$ cat src/rtl/abcd_pkg.sv
// Shared types for the A/B/C/D sweep generator.
// Optional macro ABCD_GRAY_EN selects a reflected-Gray drive mapping.
package abcd_pkg;

  localparam int NUM_COMBOS = 16;

  typedef logic [3:0] idx_t;

  typedef enum logic [1:0] {
    IDLE = 2'd0,
    RUN  = 2'd1,
    DONE = 2'd2
  } sweep_state_t;

  // Gray mapping keeps single-input transitions, including the 15 -> 0 wrap.
  function automatic idx_t map_abcd(input idx_t v);
`ifdef ABCD_GRAY_EN
    return v ^ (v >> 1);
`else
    return v;
`endif
  endfunction

endpackage

$ cat src/rtl/abcd_sweep_gen_step_debounce.sv
// Step button conditioning: two-flop synchroniser, stable-level counter and
// a registered one-cycle pulse on each accepted rising edge.
module step_debounce #(
  parameter int DB_CYCLES = 3
) (
  input  logic clk,
  input  logic rst,
  input  logic i_raw,
  output logic o_pulse
);

  localparam logic [7:0] DB_LAST = 8'(DB_CYCLES - 1);

  logic [1:0] r_sync;
  logic       r_level;
  logic       r_level_d;
  logic [7:0] r_cnt;
  logic       r_pulse;
  logic       w_differs;

  assign w_differs = r_sync[1] ^ r_level;

  always_ff @(posedge clk or posedge rst) begin
    if (rst) begin
      r_sync    <= 2'b00;
      r_level   <= 1'b0;
      r_level_d <= 1'b0;
      r_cnt     <= 8'd0;
      r_pulse   <= 1'b0;
    end else begin
      r_sync    <= {r_sync[0], i_raw};
      r_level_d <= r_level;
      r_pulse   <= r_level & ~r_level_d;
      // Any cycle agreeing with the current level restarts the stability count.
      if (w_differs) begin
        if (r_cnt == DB_LAST) begin
          r_level <= r_sync[1];
          r_cnt   <= 8'd0;
        end else begin
          r_cnt <= r_cnt + 8'd1;
        end
      end else begin
        r_cnt <= 8'd0;
      end
    end
  end

  assign o_pulse = r_pulse;

endmodule

$ cat src/rtl/abcd_sweep_gen.sv
// Drives the A/B/C/D inputs of the decode stage: timed auto sweep or manual
// stepping. Define ABCD_GRAY_EN for a Gray-coded drive; idx stays binary.
module abcd_sweep_gen
  import abcd_pkg::*;
#(
  parameter int HOLD_CYCLES = 4,
  parameter int DB_CYCLES   = 3
) (
  input  logic       clk,
  input  logic       rst,
  input  logic       start,
  input  logic       step,
  input  logic       mode,
  output logic       A,
  output logic       B,
  output logic       C,
  output logic       D,
  output logic [3:0] idx,
  output logic       valid,
  output logic       done
);

  localparam logic [7:0] HOLD_LAST = 8'(HOLD_CYCLES - 1);
  localparam idx_t       IDX_LAST  = idx_t'(NUM_COMBOS - 1);

  sweep_state_t r_state;
  sweep_state_t w_state_next;
  idx_t         r_idx;
  idx_t         w_idx_next;
  logic [7:0]   r_hold;
  logic [7:0]   w_hold_next;
  logic         r_valid;
  logic         w_new_idx;
  logic         w_step_pulse;
  idx_t         w_abcd;

  step_debounce #(
    .DB_CYCLES(DB_CYCLES)
  ) u_step_debounce (
    .clk    (clk),
    .rst    (rst),
    .i_raw  (step),
    .o_pulse(w_step_pulse)
  );

  always_ff @(posedge clk or posedge rst) begin
    if (rst) begin
      r_state <= IDLE;
      r_idx   <= '0;
      r_hold  <= 8'd0;
      r_valid <= 1'b0;
    end else begin
      r_state <= w_state_next;
      r_idx   <= w_idx_next;
      r_hold  <= w_hold_next;
      r_valid <= ~w_new_idx;
    end
  end

  // A start also counts as a new presentation, even if idx was already 0.
  always_comb begin
    w_state_next = r_state;
    w_idx_next   = r_idx;
    w_hold_next  = r_hold;
    w_new_idx    = 1'b0;
    case (r_state)
      IDLE: begin
        if (mode) begin
          if (start) begin
            w_state_next = RUN;
            w_idx_next   = '0;
            w_hold_next  = 8'd0;
            w_new_idx    = 1'b1;
          end
        end else if (w_step_pulse) begin
          w_idx_next = r_idx + 4'd1;
          w_new_idx  = 1'b1;
        end
      end
      RUN: begin
        if (r_hold == HOLD_LAST) begin
          if (r_idx == IDX_LAST) begin
            w_state_next = DONE;
          end else begin
            w_idx_next  = r_idx + 4'd1;
            w_hold_next = 8'd0;
            w_new_idx   = 1'b1;
          end
        end else begin
          w_hold_next = r_hold + 8'd1;
        end
      end
      DONE: begin
        w_state_next = IDLE;
      end
      default: begin
        w_state_next = IDLE;
      end
    endcase
  end

  assign w_abcd       = map_abcd(r_idx);
  assign {A, B, C, D} = w_abcd;
  assign idx          = r_idx;
  assign valid        = r_valid;
  assign done         = (r_state == DONE);

endmodule

$ cat config.mk
export PLATFORM = sky130hd
export DESIGN_NAME = abcd_sweep_gen
export DESIGN_NICKNAME = d
export VERILOG_FILES = /design/src/rtl/abcd_pkg.sv /design/src/rtl/abcd_sweep_gen_step_debounce.sv /design/src/rtl/abcd_sweep_gen.sv
export SDC_FILE = /design/constraint.sdc
export NUM_CORES = 1
export LEC_CHECK = 0
export CAP_MARGIN = 20
export CORE_ASPECT_RATIO = 1.5
export CORE_MARGIN = 2
export CORE_UTILIZATION = 55
export DETAILED_ROUTE_END_ITERATION = 8
export PLACE_DENSITY = 0.78
export SYNTH_ARGS = -nofsm -noshare
export SYNTH_HDL_FRONTEND = slang
export SYNTH_HIERARCHICAL = 1
export SYNTH_SLANG_ARGS = --single-unit
$ cat constraint.sdc
create_clock -name clk -period 2.4 [get_ports clk]
set_clock_uncertainty 0.05 [all_clocks]
set_input_delay 0.36 -clock clk [delete_from_list [all_inputs] [get_ports clk]]
set_output_delay 0.36 -clock clk [all_outputs]
set_load 0.1 [all_outputs]
==> results.md <==
* Total Power at 1.70 mW
* Post-layout min period at 1960 ps
* Vias in the first global route at 999
* Final Slew Violations at 0
* Std cell rows at 22
* Final hold violation count at 0
* Post-CTS setup buffer count at 0
* Slew HR at 61.8%
* Critical path arrival at 2140 ps
* Pwr/cell area at 1080 mW/mm^2
* Fmax achieved at 509 MHz
* Clock Path Buffers at 2
* Die Y at around 66 microns
* Post-Syn Area at about 0.0014 sq mm
* RSZ-0062 raised after global routing: no
* Worst-path maximum fanout at 7
* #FFs+latches synth at 28
* Slowest stage cell, crit path: dfrtp_1
* Final worst-path cycle share at roughly four fifths
* Mapped Cells at 128
* Tot GR Track Use at between 10% and 20%
* Crit-path leading delay family: compound AO/OA/AOI/OAI gates
* Startpoint type of the worst setup path: register
* Post-DP HPWL at between 1500 and 2000 microns
* CTS Buf Count at 3
* First-pass GRT wire length at 4330 microns
* Slowest stage delay, CP at around 440 ps
* Reg clk slew, reported paths at 140 ps
* Top Ports at 15
* Core region area at approximately 0.0024 sq mm
* Post-DRT Antenna Nets at 0
* CTS hold repair buffers at 0
* YS warnings at 6
* Leakage at 0.716 nW
* Final net count at about 150
* IO buf count at 14
* Area Overhead vs Synth at 10.6%
* Sequential area share after synthesis at roughly half
* Largest net degree at the start of global routing at 16
* Later-pin clock latency in the skew report at 320 ps
* GRT overflow at 0
* Fraction of layout cells with a size suffix above 1 at 19.0%
* Asr flop ratio synth at 100%
* Vias at roughly 1,100
* Crit path kind: reg2reg
* Final wirelength at 2600 microns
* CTS tree: yes
* Launch point of the worst reg-to-reg path: r_hold[0]
* Die area at about 0.003 sq mm
* Min-delay worst type: in2async
* VDD IR max at 0.000475 V
* Outcome: completed
* Multi-input combinational cell area at ~670 sq um
* # DRC at 0
* DR WL/cell at 15.7 microns
* Tightest Pin Transition at around 570 ps
* Starting Density at between 50% and 60%
* DRT Pass-1 Iters at 4
* Antenna cells at 0
* FF+latch area at around 700 sq um
* Initial DRC count at 28
* Max-cap violations at 0
* Synth Flop Type: dfrtp_1
* Vias per cell at 6.33
* CP Buf/Inv Count at 0
* Crit-path cells: ha_1, nor4b_2, and2_4, a311o_4, a221o_1
* H-tree levels at 1
* Synth cell types at 42
* Post-CTS sizing at 0
* Setup violations, final at 0
* CP required at 2580 ps
* Syn Area/Cell at 11.2 sq um
* Syn_nets at 137
* Crit end category: register
* Setup TNS at 0 ps
* Worst Setup SP: r_hold[0]
* Die width at 45.6 microns
* EDFF count, synth at 0
* Clock sink count at 28
* Layout fillers at roughly 200
* Root Buffer: clkbuf_4
* RePlAce Congestion at 0.931
* Initial antenna violation count at 0
==> state kept, by name, indices dropped and copies added (netlist names) <==
| name | cells |
|---|---|
| valid | 1 |
| idx | 4 |
| u_step_debounce/o_pulse | 1 |
| u_step_debounce/r_sync | 2 |
| r_state | 2 |
| u_step_debounce/r_level | 1 |
| u_step_debounce/r_level_d | 1 |
| u_step_debounce/r_cnt | 8 |
| r_hold | 8 |
==> worst paths after layout <==
check                                       endpoint  slack, ps  cells past startpoint
min in group clk           u_step_debounce/r_sync[1]        320                      0
setup / recovery                           r_hold[7]        440                      5
max in group asynchronous                     idx[1]       1580                      2
hold / removal             u_step_debounce/r_sync[0]        300                      2
hold reg to reg            u_step_debounce/r_sync[1]        320                      0
setup reg to reg                           r_hold[7]        440                      5
==> area by class of cell <==
| cell class | instances | share of cell area, % |
|---|---|---|
| Multi-Input combinational cell | 90 | 42.7 |
| Sequential cell | 28 | 44.4 |
| Timing Repair Buffer | 14 | 7.29 |
| Inverter | 6 | 1.43 |
| Tap cell | 24 | 1.90 |
| Clock buffer | 4 | 2.30 |
==> worst register-to-register path: cells and delay by family (launching register included) <==
family          cells  cell delay [ps]
fa+ha+maj           1              260
compound gates      2              770
simple gates        2              360
flops               1              440
==> placed cells by master, fill, tap and decap left out, types with 2 or more instances in the layout <==
| cell type | netlist | routed |
|---|---|---|
| ha_1 | 4 | 4 |
| inv_1 | 6 | 6 |
| nand4_1 | 3 | 3 |
| dfrtp_1 | 28 | 28 |
| nand3_1 | 8 | 8 |
| xor2_1 | 2 | 2 |
| o21ai_0 | 6 | 6 |
| and3_1 | 5 | 5 |
| nand2_1 | 2 | 2 |
| a22o_1 | 2 | 2 |
| xnor2_1 | 3 | 3 |
| clkdlybuf4s50_1 | 0 | 4 |
| o211ai_1 | 2 | 2 |
| nor4_1 | 2 | 2 |
| a21oi_1 | 10 | 10 |
| clkbuf_4 | 0 | 3 |
| nor2b_1 | 4 | 4 |
| nor2_1 | 6 | 6 |
| or3_1 | 4 | 4 |
| mux2_2 | 4 | 4 |
| buf_4 | 4 | 10 |
==> Yosys cell counts, types with 2 or more instances <==
cell	number	area, sq um
inv_1	6	22.5
a22o_1	2	17.5
and3_1	5	31.3
nand4_1	3	18.8
xor2_1	2	17.5
ha_1	4	50.1
buf_4	4	30.0
dfrtp_1	28	701
nand3_1	8	40.0
xnor2_1	3	26.3
mux2_2	4	45.0
or3_1	4	25.0
o211ai_1	2	15.0
nor2_1	6	22.5
a21oi_1	10	50.1
nor4_1	2	12.5
o21ai_0	6	30.0
nor2b_1	4	25.0
nand2_1	2	7.51
==> per-layer routing <==
metal / global-route usage, % / part of all wire (%) / vias to the layer above
met4: 8.09 / 1.2 / 0
met2: 33.1 / 52 / 21
met5: 0 / 0 / -
met1: 24.0 / 44 / 515
li1: - / - / 510
met3: 1.91 / 2.8 / 4
==> through the flow <==
stage | cells | area, sq um | setup slack, ps | hold slack [ps] | utilization (%)
2_1_floorplan | 128 | 1430 | 109 | 187 | -
4_1_cts | 166 | 1580 | 442 | 305 | 64.5
5_1_grt | 166 | 1580 | 372 | 330 | 64.5
3_5_place_dp | 162 | 1540 | 253 | 293 | 63.0
6_report | 166 | 1580 | 436 | 300 | 64.5
3_3_place_gp | 162 | 1540 | 334 | 290 | 63.0
==> report_power, final <==
| group | total (mW) | internal [mW] | leakage, nW | switching (mW) |
|---|---|---|---|---|
| logic | 0.733 | 0.269 | 0.349 | 0.464 |
| registers | 0.745 | 0.597 | 0.346 | 0.148 |
| clock network | 0.224 | 0.0928 | 0.0210 | 0.131 |
==> cell families after synthesis <==
kind of cell | synth area share (%)
compound gates | 16.6
xor+xnor | 3.07
fa+ha+maj | 3.51
buf+inv | 3.68
flops | 49.1
mux | 3.86
simple gates | 20.2
No activity file was read; power rests on OpenSTA's default activity.
